`config.mk`:
```
export PLATFORM = sky130hd
export DESIGN_NAME = line_scheduler
export DESIGN_NICKNAME = d
export VERILOG_FILES = /design/src/rtl/line_scheduler.sv
export SDC_FILE = /design/constraint.sdc
export NUM_CORES = 1
export LEC_CHECK = 0
export ABC_CLOCK_PERIOD_IN_PS = 3700
export BUFFER_PORTS_ARGS = -buffer_cell sky130_fd_sc_hd__buf_2
export CAP_MARGIN = 30
export CORE_UTILIZATION = 35
export DETAILED_ROUTE_END_ITERATION = 8
export PLACE_DENSITY = 0.65
export SLEW_MARGIN = 20
export SYNTH_ARGS = -nofsm -noshare
export SYNTH_HDL_FRONTEND = slang
export SYNTH_SLANG_ARGS = --single-unit
```
`constraint.sdc`:
```
create_clock -name clk -period 3.7 [get_ports clk]
set_clock_uncertainty 0.2 [all_clocks]
set_input_delay 0.37 -clock clk [delete_from_list [all_inputs] [get_ports clk]]
set_output_delay 0.37 -clock clk [all_outputs]
set_load 0.02 [all_outputs]
```
`src/rtl/line_scheduler.sv`:
```
// Frame/line sequencer for a 64-cycle line timer: drives the timer enable, counts lines
// and frames, issues start strobes and blanking flags, and supports graceful stop and abort.
module line_scheduler #(
  parameter int unsigned LINES_PER_FRAME = 525,
  parameter int unsigned VBLANK_LINES    = 45,
  parameter int unsigned LCNT_W          = 10
) (
  input  logic              clk,
  input  logic              resetn,
  input  logic              start,
  input  logic              stop,
  input  logic              abort,
  input  logic              line_end,
  output logic              en_line_timer,
  output logic              line_start,
  output logic              frame_start,
  output logic              frame_done,
  output logic              vblank,
  output logic              active,
  output logic              busy,
  output logic [LCNT_W-1:0] line_cnt,
  output logic [15:0]       frame_cnt
);

  localparam logic [LCNT_W-1:0] LAST_LINE = LCNT_W'(LINES_PER_FRAME - 1);
  localparam logic [LCNT_W-1:0] VBL_LINES = LCNT_W'(VBLANK_LINES);

  typedef enum logic [1:0] {S_IDLE, S_RUN, S_FLUSH} state_t;

  state_t              state_q, state_d;
  logic                stop_pend_q, stop_pend_d;
  logic [LCNT_W-1:0]   line_cnt_q, line_cnt_d;
  logic [15:0]         frame_cnt_q, frame_cnt_d;
  logic                en_q, en_d;
  logic                line_start_q, line_start_d;
  logic                frame_start_q, frame_start_d;
  logic                frame_done_q, frame_done_d;
  logic                vblank_q, vblank_d;
  logic                active_q, active_d;
  logic                busy_q, busy_d;

  always_ff @(posedge clk or negedge resetn) begin
    if (!resetn) begin
      state_q       <= S_IDLE;
      stop_pend_q   <= 1'b0;
      line_cnt_q    <= '0;
      frame_cnt_q   <= '0;
      en_q          <= 1'b0;
      line_start_q  <= 1'b0;
      frame_start_q <= 1'b0;
      frame_done_q  <= 1'b0;
      vblank_q      <= 1'b0;
      active_q      <= 1'b0;
      busy_q        <= 1'b0;
    end else begin
      state_q       <= state_d;
      stop_pend_q   <= stop_pend_d;
      line_cnt_q    <= line_cnt_d;
      frame_cnt_q   <= frame_cnt_d;
      en_q          <= en_d;
      line_start_q  <= line_start_d;
      frame_start_q <= frame_start_d;
      frame_done_q  <= frame_done_d;
      vblank_q      <= vblank_d;
      active_q      <= active_d;
      busy_q        <= busy_d;
    end
  end

  always_comb begin
    state_d       = state_q;
    stop_pend_d   = stop_pend_q;
    line_cnt_d    = line_cnt_q;
    frame_cnt_d   = frame_cnt_q;
    en_d          = en_q;
    line_start_d  = 1'b0;
    frame_start_d = 1'b0;
    frame_done_d  = 1'b0;

    unique case (state_q)
      S_IDLE: begin
        if (start) begin
          state_d       = S_RUN;
          en_d          = 1'b1;
          line_cnt_d    = '0;
          line_start_d  = 1'b1;
          frame_start_d = 1'b1;
          stop_pend_d   = 1'b0;
        end
      end
      S_RUN: begin
        en_d = 1'b1;
        if (abort) begin
          // Abort wins over stop and swallows a coincident line_end
          state_d = S_FLUSH;
        end else begin
          if (stop) stop_pend_d = 1'b1;
          if (line_end) begin
            if (line_cnt_q != LAST_LINE) begin
              line_cnt_d   = line_cnt_q + LCNT_W'(1);
              line_start_d = 1'b1;
            end else begin
              frame_done_d = 1'b1;
              frame_cnt_d  = frame_cnt_q + 16'd1;
              if (stop_pend_q || stop) begin
                state_d     = S_IDLE;
                en_d        = 1'b0;
                stop_pend_d = 1'b0;
              end else begin
                line_cnt_d    = '0;
                line_start_d  = 1'b1;
                frame_start_d = 1'b1;
              end
            end
          end
        end
      end
      S_FLUSH: begin
        // Keep the timer enabled until it wraps to 0, then release it
        en_d = 1'b1;
        if (line_end) begin
          state_d     = S_IDLE;
          en_d        = 1'b0;
          stop_pend_d = 1'b0;
        end
      end
      default: begin
        state_d = S_IDLE;
        en_d    = 1'b0;
      end
    endcase

    busy_d   = (state_d != S_IDLE);
    vblank_d = (state_d == S_RUN) && (line_cnt_d < VBL_LINES);
    active_d = (state_d == S_RUN) && (line_cnt_d >= VBL_LINES);
  end

  assign en_line_timer = en_q;
  assign line_start    = line_start_q;
  assign frame_start   = frame_start_q;
  assign frame_done    = frame_done_q;
  assign vblank        = vblank_q;
  assign active        = active_q;
  assign busy          = busy_q;
  assign line_cnt      = line_cnt_q;
  assign frame_cnt     = frame_cnt_q;

endmodule

```
Yosys cells after proc, flatten, opt, wreduce, memory -nomap -nowiden
Cells that the tools add are included.

Bits in registers: 36. Input port bits: 6. Output and inout bits: 33. Logic and storage cells: 72.

Add/subtract/negate cells: 2. $lt $le $gt $ge: 2. Equality and inequality tests: 7. Multiplexer cells: 40. Bitwise operators: 2. Reductions and logical operators: 8.

Operators with widths (number): two-way mux 10 bit (5); two-way mux 1 bit (23); one-hot mux 10 bit (2 select lines) (1); adder 16 x 1 -> 16 bit, second input constant (1); two-way mux 2 bit (6); adder 10 x 1 -> 10 bit, second input constant (1); greater-or-equal comparator 10 x 6 -> 1 bit, second input constant (1); < comparator 10 x 6 -> 1 bit, second input constant (1); inequality test 10 bit, second input constant (1); AND reduction 4 bit (2); inequality test 2 bit, second input constant (3); one-hot mux 1 bit (3 select lines) (2); one-hot mux 2 bit (3 select lines) (1); equality test 2 x 1 -> 1 bit, second input constant (2); one-hot mux 1 bit (2 select lines) (2); nonzero test 3 bit (1); equality test 2 bit, second input constant (1); logical AND 1 bit (2); zero test 2 bit (1); NOT 1 bit (2); nonzero test 2 bit (1); logical OR 1 bit (1).

Longest topological paths before layout
Gate-level depths: netlist of the first run.

Depth after elaboration: 8. Gate-level depth with buffers: 9. Gate-level depth less buffers: 9.

Worst setup path before layout of the first run
No wires, ideal clock.

Kind: register -> register. Start: reg line_cnt_q[1], in the netlist line_cnt[1]. End: reg vblank_q, in the netlist vblank. Library setup time: 0.126 ns. Arrival time: 2.283 ns. Data required time: 3.374 ns. Slack: 1.091 ns. Stages on the path, launching flop included: 9. Buffers on the path: 0. Clock period less this slack: 2.609 ns. Cells stage by stage: dfrtp_1 inv_1 ha_1 or3b_2 nor4_4 o21bai_2 a211oi_2 a31oi_1 o311a_1.

Word-level cells in the longest chain between the ends: 7. Elaborated cells between the ends (all ways): 15. Classes of those cells: add/sub (1); order compare (1); eq/ne (2); mux (10); reduce/logical (1).

RTL lines: start: declaration (line 32) `logic [LCNT_W-1:0] line_cnt_q, line_cnt_d;`; start signal: assignment (line 58) `line_cnt_q <= line_cnt_d;`; adder 10 x 1 -> 10 bit or inequality test 10 bit (tied branches) (line 100, 99); two-way mux 10 bit (*) (line 99) `if (line_cnt_q != LAST_LINE) begin`; two-way mux 10 bit (*) (line 98) `if (line_end) begin`; two-way mux 10 bit (*) (line 93) `if (abort) begin`; one-hot mux 10 bit (2 select lines) (*) (line 80) `unique case (state_q)`; net line_cnt_d[2] (line 32); < comparator 10 x 6 -> 1 bit (*) (line 134) `vblank_d = (state_d == S_RUN) && (line_cnt_d < VBL_LINES);`; logical AND 1 bit (*) (line 134); net vblank_d (line 38) `logic vblank_q, vblank_d;`; end signal: assignment (line 64) `vblank_q <= vblank_d;`; end: declaration (line 38).

Mark *: on every way through the listed nets, which the timed path passes. The rest lies on a longest branch. A chain may end at the register's enable or synchronous reset.

Final worst setup path of the first run
Same ends and word-level chain as after synthesis.

==> results of run 1 <==
[tightest hold or removal path, cell delays in order]
cell,delay [ns]
buf_2,0.15
a22oi_1,0.13
inv_1,0.06
[path summary, 6_finish.rpt]
kind / startpoint / depth (start not counted) / to
min: abort / 3 / state_q[1]
max reg2reg: line_cnt[1] / 8 / vblank
max: line_cnt[1] / 8 / vblank
min in group asynchronous: resetn / 2 / line_cnt[6]
min reg2reg: frame_cnt[15] / 1 / frame_cnt[15]
max in group asynchronous: resetn / 2 / frame_cnt[7]
[metrics by stage]
stage | total power [W] | instance area (µm²) | hold WS [ns]
2_1_floorplan | 0.0008403 | 1907 | -0.1256
3_3_place_gp | 0.0009148 | 2138 | 0.2606
3_5_place_dp | 0.0009164 | 2138 | 0.2685
4_1_cts | 0.001219 | 2245 | 0.2408
5_1_grt | 0.001283 | 2245 | 0.2848
6_report | 0.001215 | 2245 | 0.2544
[per-layer routing]
metal / wire length, µm / track usage [%] / up-vias
met3: 190 / 3.704 / 10
met2: 1956 / 22.22 / 54
met5: 0 / 0 / -
li1: - / - / 729
met1: 2017 / 21.96 / 725
met4: 104 / 7.819 / 0
[cell type report]
class | count | area, µm²
Timing Repair Buffer | 39 | 200.2
Tap cell | 70 | 87.58
Sequential cell | 36 | 900.9
Clock buffer | 6 | 82.58
Inverter | 8 | 30.03
Clock inverter | 2 | 13.76
Multi-Input combinational cell | 130 | 929.6
Fill cell | 507 | 2928
[what timing repair did]
item                                   4_1_cts  5_1_grt
resized for setup                            0        0
hold buffers                                 1        0
endpoints found under the hold margin       31        0
[power by group through the flow]
| stage | Sequential (W) | Clock, W | Combinational [W] |
|---|---|---|---|
| final | 0.000516 | 0.000300 | 0.000399 |
| after global routing | 0.000524 | 0.000320 | 0.000439 |
| after CTS | 0.000514 | 0.000306 | 0.000399 |
| after detailed placement | 0.000521 | 0 | 0.000396 |
| after global placement | 0.000519 | 0 | 0.000395 |
| after floorplan | 0.000544 | 0 | 0.000296 |
[kinds of logic (layout without fill, tap and decap cells)]
kind of cell	Yosys count	after routing
AND/OR/NAND/NOR	77	77
flip-flops	36	36
AO/OA/AOI/OAI	32	32
XOR/XNOR	17	17
buffers and inverters	10	55
adder cells (fa/ha/maj)	3	3
multiplexers	1	1
[placed cells by master (no fill, tap or decap), types with 3 or more instances in the layout]
cell type  instances
and4bb_2           3
and3_1             6
o21ai_0            5
a31oi_1            3
buf_2             38
nand3_1            8
ha_1               3
inv_1              8
xor2_1             7
nand2_1           18
clkbuf_8           6
dfrtp_1           36
xnor2_1           10
a21oi_1            6
nor2_1            13
nand4_1            7
==> metrics.yaml, run 1 <==
status: "finished, final reports clean"
slowest_stage: "or3b_2"
max_freq_mhz: 359.1
worstPathMaxFanout: 6
avgRoutedWirePerCell_um: 14.67
place_hpwl_um: 3095
drv_cap: 0
p_leak_nw: 1.125
synthesis.area_um2: 1907
worstSetupStartpointType: "flip-flop"
tightest_slew_ns: 0.7917
antenna_found_initial: 0
critPathRequiredTime_ns: 3.72
final-setup-viol-count: 0
synth_compound_area_share_pct: 11.88
crit_chain: "inv_1 > ha_1 > or3b_2 > o31ai_1 > a21o_1 > a21oi_1 > and4bb_2 > o311a_1"
max-vdd-ir-drop_mv: 0.2115
fin_ws_ns: 0.9153
drc: 0
grt_usage_pct: 15.58
crit_family: "compound AO/OA/AOI/OAI gates"
cts_tree: "built"
row_count: 26
nNetsFinal: 229
grt_max_degree: 37
critPathMaxStageDelay_ns: 0.54
largest_reg_flops: 16
synth_enable_flop_cells: 0
clk_pin_slew_worst_paths_ns: 0.08
cp-end-kind: "flip-flop"
placed_cells: 282
cts.sinks: 36
synth_nets: 185
cts_setup_buffers: 0
ys_warn_count: 0
synth_xor_area_share_pct: 7.808
grt_pass1_vias: 1296
final_antenna_net_count: 0
synth_most_common_cell: "dfrtp_1"
sw_frac_of_total_pct: 38.51
area_growth_syn_to_layout_pct: 17.72
start_util_pct: 36.87
grt_pass1_wl_um: 6506
seq_power_share_pct: 42.4
synthArstFlopShare_pct: 100.0
clock_path_buffers: 2
n_antenna_cell: 0
final_cells: 291
cp.buffers_inverters: 1
ys_seq_area_share_pct: 47.24
drt-total-wl_um: 4268
drt_iter0_drc: 88
final_layout_size_suffix_gt1_share_pct: 29.41
path_class: "reg -> reg"
yosysTopAreaCell: "dfrtp_1"
gr-total-overflow: 0
ys_ff_latch: 36
synthAdderAreaFrac_pct: 1.969
cts_buffers: 5
synth_top_family_by_area: "simple AND/OR/NAND/NOR gates"
io_buffer_count: 38
regToRegSetupSlack_ns: 0.92
synth-simple-area-share_pct: 26.51
period_minus_slack_ns: 2.785
synth_top_area_share_pct: 47.24
period_share_pct: 75.26
netlist_instances: 176
clock_power_share_pct: 24.7
tns_ns: 0
postSynthAreaPerCell_um2: 10.83
post-route-util_pct: 43.40
synthFlopType: "dfrtp_1"
grt_setup_unrepaired: "false"
worstPathArrival_ns: 2.81
cts_root_buf: "clkbuf_8"
synthDistinctLibCells: 52
synth_area_leaders: "dfrtp_1 (47%), xnor2_1 (4.6%), nand2_1 (3.5%)"
io_pins: 39
num_vias: 1518
hp-class: "in -> reg"
hold_viol: 0
powerDensity_nw_per_um2: 541.3
slew_headroom_pct: 47.22
gp_congestion: 0.9148
switchingPower_w: 0.0004679
synth_commonest_cells: "dfrtp_1 (36), nand2_1 (18), nor2_1 (13), xnor2_1 (10)"
firstDrtPassIters: 4
power_frac_comb_pct: 32.9
die_area_um2: 5747
core_um2: 5172
htreeDepth: 2
finalMaxSlewViolations: 0
die_x_um: 75.81
p_int_w: 0.0007472
die_y_um: 75.81
via_per_inst: 5.216
clk_latency_ns: 0.29
pre_cts_ws_ns: 0.9569
synth.area.mux_share_pct: 0.5906
(Power assumes the default switching activity.)
==> inputs of run 2 (changes only) <==
--- a/config.mk
+++ b/config.mk
@@ -5,7 +5,7 @@
 export SDC_FILE = /design/constraint.sdc
 export NUM_CORES = 1
 export LEC_CHECK = 0
-export ABC_CLOCK_PERIOD_IN_PS = 3700
+export ABC_CLOCK_PERIOD_IN_PS = 2600
 export BUFFER_PORTS_ARGS = -buffer_cell sky130_fd_sc_hd__buf_2
 export CAP_MARGIN = 30
 export CORE_UTILIZATION = 35
==> constraint.sdc (replaced) <==
create_clock -name clk -period 2.6 [get_ports clk]
set_clock_uncertainty 0.2 [all_clocks]
set_input_delay 0.26 -clock clk [delete_from_list [all_inputs] [get_ports clk]]
set_output_delay 0.26 -clock clk [all_outputs]
set_load 0.02 [all_outputs]
==> run 2 against run 1 <==
Flip-flop and latch count stayed put. Sequential share of layout area is 2.3 points lower. Non-clock buffer count is 16 higher. Fmax is 12% higher. Via count is 4.3% higher. Cell count is 5.5% higher. Die area stayed put. Combinational power is 72% higher. Global-route usage is 1.6 points higher. Wire length is 7.2% higher. Worst setup slack worse by 0.81 ns. Utilization is 2.7 points higher. Critical path type unchanged. Critical endpoint unchanged. Largest cell class unchanged. Highest routed layer unchanged.
==> metrics.yaml, run 2 (synthesis results as in run 1) <==
clk_latency_ns: 0.29  # about the same
antenna_found_initial: 0  # unchanged
start_util_pct: 36.87  # unchanged
powerDensity_nw_per_um2: 786.7  # +45%
drc: 0  # unchanged
firstDrtPassIters: 4  # unchanged
finalMaxSlewViolations: 0  # unchanged
dpl_cell_area_um2: 2252  # +5.3%
via_per_inst: 5.160  # -1.1%
drt_iter0_drc: 75  # -15%
grt_usage_pct: 17.21  # +1.6 points
clock_path_buffers: 2  # unchanged
worstPathArrival_ns: 2.46  # -0.35 ns
grt_setup_unrepaired: "true"
nFillCells: 499  # -1.6%
io_buffer_count: 38  # unchanged
slew_headroom_pct: 46.33  # -0.89 points
gp_congestion: 0.8926  # -2.4%
cp-end-kind: "flip-flop"
max-vdd-ir-drop_mv: 0.3086  # +46%
status: "finished, final reports clean"
period_share_pct: 96.01  # +21 points
final-setup-viol-count: 0  # unchanged
largest_reg_flops: 16  # unchanged
nNetsFinal: 245  # +7.0%
core_um2: 5172  # unchanged
n_antenna_cell: 0  # unchanged
gr-total-overflow: 0  # unchanged
pre_cts_ws_ns: 0.01076  # -0.9462 ns
hp-class: "in -> reg"
die_y_um: 75.81  # unchanged
grt_pass1_vias: 1485  # +15%
cts_tree: "built"
num_vias: 1584  # +4.3%
layout_commonest_cell: "buf_2"
clk_pin_slew_worst_paths_ns: 0.08  # about the same
place_hpwl_um: 3398  # +9.8%
max_freq_mhz: 400.6  # +12%
tightest_slew_ns: 0.8051  # +0.01340 ns
cts_root_buf: "clkbuf_8"
die_x_um: 75.81  # unchanged
drv_cap: 0  # unchanged
final_layout_size_suffix_gt1_share_pct: 34.60  # +5.2 points
row_count: 26  # unchanged
worstPathMaxFanout: 6  # unchanged
grt_max_degree: 37  # unchanged
fin_area_um2: 2384  # +6.2%
area_growth_syn_to_layout_pct: 25.00
avgRoutedWirePerCell_um: 14.90  # +1.6%
final_antenna_net_count: 0  # unchanged
p_leak_nw: 1.211  # +7.6%
io_pins: 39  # unchanged
cts.sinks: 36  # unchanged
critPathRequiredTime_ns: 2.56  # -1.16 ns
cts_buffers: 5  # unchanged
design_power_total_w: 0.001875  # +54%
grt_pass1_wl_um: 7258  # +12%
die_area_um2: 5747  # unchanged
final_cell_mix: "buf_2 (38), dfrtp_1 (35), nand2_1 (18)"
fin_ws_ns: 0.1037  # -0.8116 ns
period_minus_slack_ns: 2.496  # -0.2884 ns
post-route-util_pct: 46.08  # +2.7 points
htreeDepth: 2  # unchanged
worst_hold_slack_ns: 0.1391  # -0.1153 ns
path_class: "reg -> reg"
drt-total-wl_um: 4574  # +7.2%
worstSetupStartpointType: "flip-flop"
hold_viol: 0  # unchanged
run 2: routing by layer:
metal,GRT usage [%],vias to the layer above,share of wire [%]
li1,-,765,-
met1,23.53,773,45
met2,26.75,38,49
met3,4.762,8,4.2
met4,4.733,0,1.7
met5,0,-,0
run 2: repair_timing:
item,in CTS,in global routing
gates resized for setup,1,1
pin swaps,1,1
buffers inserted,1,0
endpoints found under the setup margin,1,3
hold endpoints to repair,36,0
hold buffers,1,0
run 2: critical path, stage by stage, from the launching register on:
cell      delay (ns)
dfrtp_2         0.40
inv_1           0.07
ha_1            0.15
or3b_4          0.43
nor4_4          0.30
o21bai_2        0.16
a211oi_2        0.22
a31oi_1         0.13
o311a_1         0.30
run 2: report_power, final:
part | internal, W | total [W] | switching (W)
clock | 0.000285 | 0.000491 | 0.000207
combinational | 0.000277 | 0.000687 | 0.000410
sequential | 0.000641 | 0.000697 | 0.0000558
total | 0.00120 | 0.00188 | 0.000672
run 2: worst paths after layout:
kind / start / endpoint / slack [ns] / cells past startpoint
worst max-delay path: line_cnt[1] / vblank / 0.10 / 8
worst min-delay path: stop / stop_pend_q / 0.14 / 3
worst max register to register: line_cnt[1] / vblank / 0.10 / 8
worst min register to register: frame_cnt[15] / frame_cnt[15] / 0.27 / 1
max in group asynchronous: resetn / line_cnt[1] / 1.26 / 2
min in group asynchronous: resetn / line_cnt[3] / 0.39 / 2
run 2: per-stage QoR:
stage / TNS (ns) / std cells
final: 0 / 307
after global routing: -0.03500 / 307
after CTS: 0 / 307
after detailed placement: 0 / 297
after global placement: 0 / 297
after floorplan: 0 / 176
run 2: area by class of cell:
class / instances / area [µm²] / share of cell area (%)
multi-input combinational: 130 / 935.9 / 39.27
sequential: 36 / 902.1 / 37.85
timing repair buffer: 55 / 320.3 / 13.44
tap: 70 / 87.58 / 3.675
clock buffer: 6 / 72.57 / 3.045
clock inverter: 2 / 35.03 / 1.470
inverter: 8 / 30.03 / 1.260
==> inputs of run 3 (changes only) <==
--- a/config.mk
+++ b/config.mk
@@ -9,9 +9,10 @@
 export BUFFER_PORTS_ARGS = -buffer_cell sky130_fd_sc_hd__buf_2
 export CAP_MARGIN = 30
 export CORE_UTILIZATION = 35
+export CTS_BUF_LIST = sky130_fd_sc_hd__clkbuf_8
 export DETAILED_ROUTE_END_ITERATION = 8
 export PLACE_DENSITY = 0.65
-export SLEW_MARGIN = 20
+export SLEW_MARGIN = 0
 export SYNTH_ARGS = -nofsm -noshare
 export SYNTH_HDL_FRONTEND = slang
 export SYNTH_SLANG_ARGS = --single-unit
==> run 3 against run 2 <==
Sequential power barely moved. Largest power group unchanged. Combinational power is essentially flat. Non-clock buffer count stayed put. Critical path type unchanged. Clock power down 0.8%. Largest cell class unchanged. Die area unchanged. Via count is the same. Clock-buffer cell count shrank 1. Global-route usage is the same. Wire length stayed put.
==> metrics.yaml, run 3 (synthesis results as in run 1) <==
final_layout_size_suffix_gt1_share_pct: 34.60  # unchanged
slew_headroom_pct: 46.33  # unchanged
gp_congestion: 0.8926  # unchanged
grt_usage_pct: 17.21  # unchanged
firstDrtPassIters: 4  # unchanged
tns_ns: 0  # unchanged
via_per_inst: 5.160  # unchanged
layout_commonest_cell: "buf_2"
r2r-start: "line_cnt[1]"
pre_cts_ws_ns: 0.01076  # unchanged
num_vias: 1584  # unchanged
final-setup-viol-count: 0  # unchanged
grt_pass1_wl_um: 7258  # unchanged
route.met2.wl_um: 2256  # unchanged
period_minus_slack_ns: 2.496  # unchanged
drc: 0  # unchanged
top_layer_used: "met4"
start_util_pct: 36.87  # unchanged
cts_tree: "built"
largest_reg_flops: 16  # unchanged
avgRoutedWirePerCell_um: 14.90  # unchanged
max-vdd-ir-drop_mv: 0.3086  # unchanged
drv_cap: 0  # unchanged
fin_ws_ns: 0.1037  # unchanged
clock_path_buffers: 2  # unchanged
drt-total-wl_um: 4574  # unchanged
tightest_slew_ns: 0.8051  # unchanged
post-route-util_pct: 46.08  # unchanged
die_area_um2: 5747  # unchanged
final_antenna_net_count: 0  # unchanged
worstSetupStartpointType: "flip-flop"
place_hpwl_um: 3398  # unchanged
path_class: "reg -> reg"
period_share_pct: 96.01  # unchanged
max_freq_mhz: 400.6  # unchanged
row_count: 26  # unchanged
io_buffer_count: 38  # unchanged
cts_buffers: 5  # unchanged
final_cell_mix: "buf_2 (38), dfrtp_1 (35), nand2_1 (18)"
grt_setup_unrepaired: "true"
status: "finished, final reports clean"
worst_hold_slack_ns: 0.1391  # unchanged
worstPathArrival_ns: 2.46  # about the same
hold_viol: 0  # unchanged
crit_family: "compound AO/OA/AOI/OAI gates"
grt_pass1_vias: 1485  # unchanged
core_um2: 5172  # unchanged
nNetsFinal: 245  # unchanged
grt_max_degree: 37  # unchanged
worstPathMaxFanout: 6  # unchanged
cts.sinks: 36  # unchanged
io_pins: 39  # unchanged
min_from: "stop"
critPathMaxStageDelay_ns: 0.43  # about the same
crit_chain: "inv_1 > ha_1 > or3b_4 > nor4_4 > o21bai_2 > a211oi_2 > a31oi_1 > o311a_1"
area_growth_syn_to_layout_pct: 25.00  # unchanged
cts_root_buf: "clkbuf_8"
wl_met1_um: 2047  # about the same
slowest_stage: "or3b_4"
cp.buffers_inverters: 1  # unchanged
htreeDepth: 2  # unchanged
clk_pin_slew_worst_paths_ns: 0.08  # about the same
finalMaxSlewViolations: 0  # unchanged
gr-total-overflow: 0  # unchanged
drt_iter0_drc: 75  # unchanged
n_antenna_cell: 0  # unchanged
die_y_um: 75.81  # unchanged
hp-class: "in -> reg"
critPathLaunch: "line_cnt[1]"
critPathRequiredTime_ns: 2.56  # about the same
antenna_found_initial: 0  # unchanged
powerDensity_nw_per_um2: 785.1  # -0.20%
routed-wl-met3_um: 190  # unchanged
cp-end-kind: "flip-flop"
p_leak_nw: 1.215  # +0.34%
die_x_um: 75.81  # unchanged
clk_latency_ns: 0.29  # about the same
-- run 3: cell types whose count changed in the layout (fill, tap and decap cells not counted), sizes merged --
cell	before	now
clkbuf	6	5
inv	8	9
-- run 3: area by class of cell --
type                       instances  area (µm²)
fill                             499        2789
multi-input combinational        130       935.9
sequential                        36       902.1
timing repair buffer              55       320.3
tap                               70       87.58
clock buffer                       5       68.82
clock inverter                     3       38.79
inverter                           8       30.03
-- run 3: per-layer routing --
metal | up-vias | GRT usage (%)
met4 | 0 | 4.733
met5 | - | 0
met1 | 773 | 23.53
met2 | 38 | 26.75
li1 | 765 | -
met3 | 8 | 4.762
-- run 3: repair_timing --
item | CTS | global route
setup buffers | 1 | 0
setup endpoints to repair | 1 | 3
hold buffers | 1 | 0
endpoints found under the hold margin | 36 | 0
resized for setup | 1 | 1
pin swaps | 1 | 1
-- run 3: path summary, 6_finish.rpt --
kind / slack [ns] / to / cells past startpoint
worst max register to register: 0.10 / vblank / 8
min in group asynchronous: 0.39 / line_cnt[3] / 2
max in group asynchronous: 1.26 / line_cnt[1] / 2
worst min-delay path: 0.14 / stop_pend_q / 3
worst min register to register: 0.27 / frame_cnt[15] / 1
worst max-delay path: 0.10 / vblank / 8
-- run 3: worst register-to-register path, stage by stage (launching register included) --
cell and delay [ns]:
dfrtp_2 0.40, inv_1 0.07, ha_1 0.15, or3b_4 0.43, nor4_4 0.30, o21bai_2 0.16
a211oi_2 0.22, a31oi_1 0.13, o311a_1 0.30
-- run 3: through the flow --
| stage | std cells | total power [W] | instance area, µm² |
|---|---|---|---|
| floorplan | 176 | 0.001197 | 1908 |
| global placement | 297 | 0.001368 | 2252 |
| detailed placement | 297 | 0.001372 | 2252 |
| CTS | 307 | 0.001877 | 2380 |
| global route | 307 | 0.001990 | 2384 |
| finish | 307 | 0.001871 | 2384 |
-- run 3: where the power goes --
group | leakage (nW) | switching, W | internal [W]
Sequential | 0.488 | 0.0000558 | 0.000641
Clock | 0.0593 | 0.000207 | 0.000281
Combinational | 0.667 | 0.000410 | 0.000277
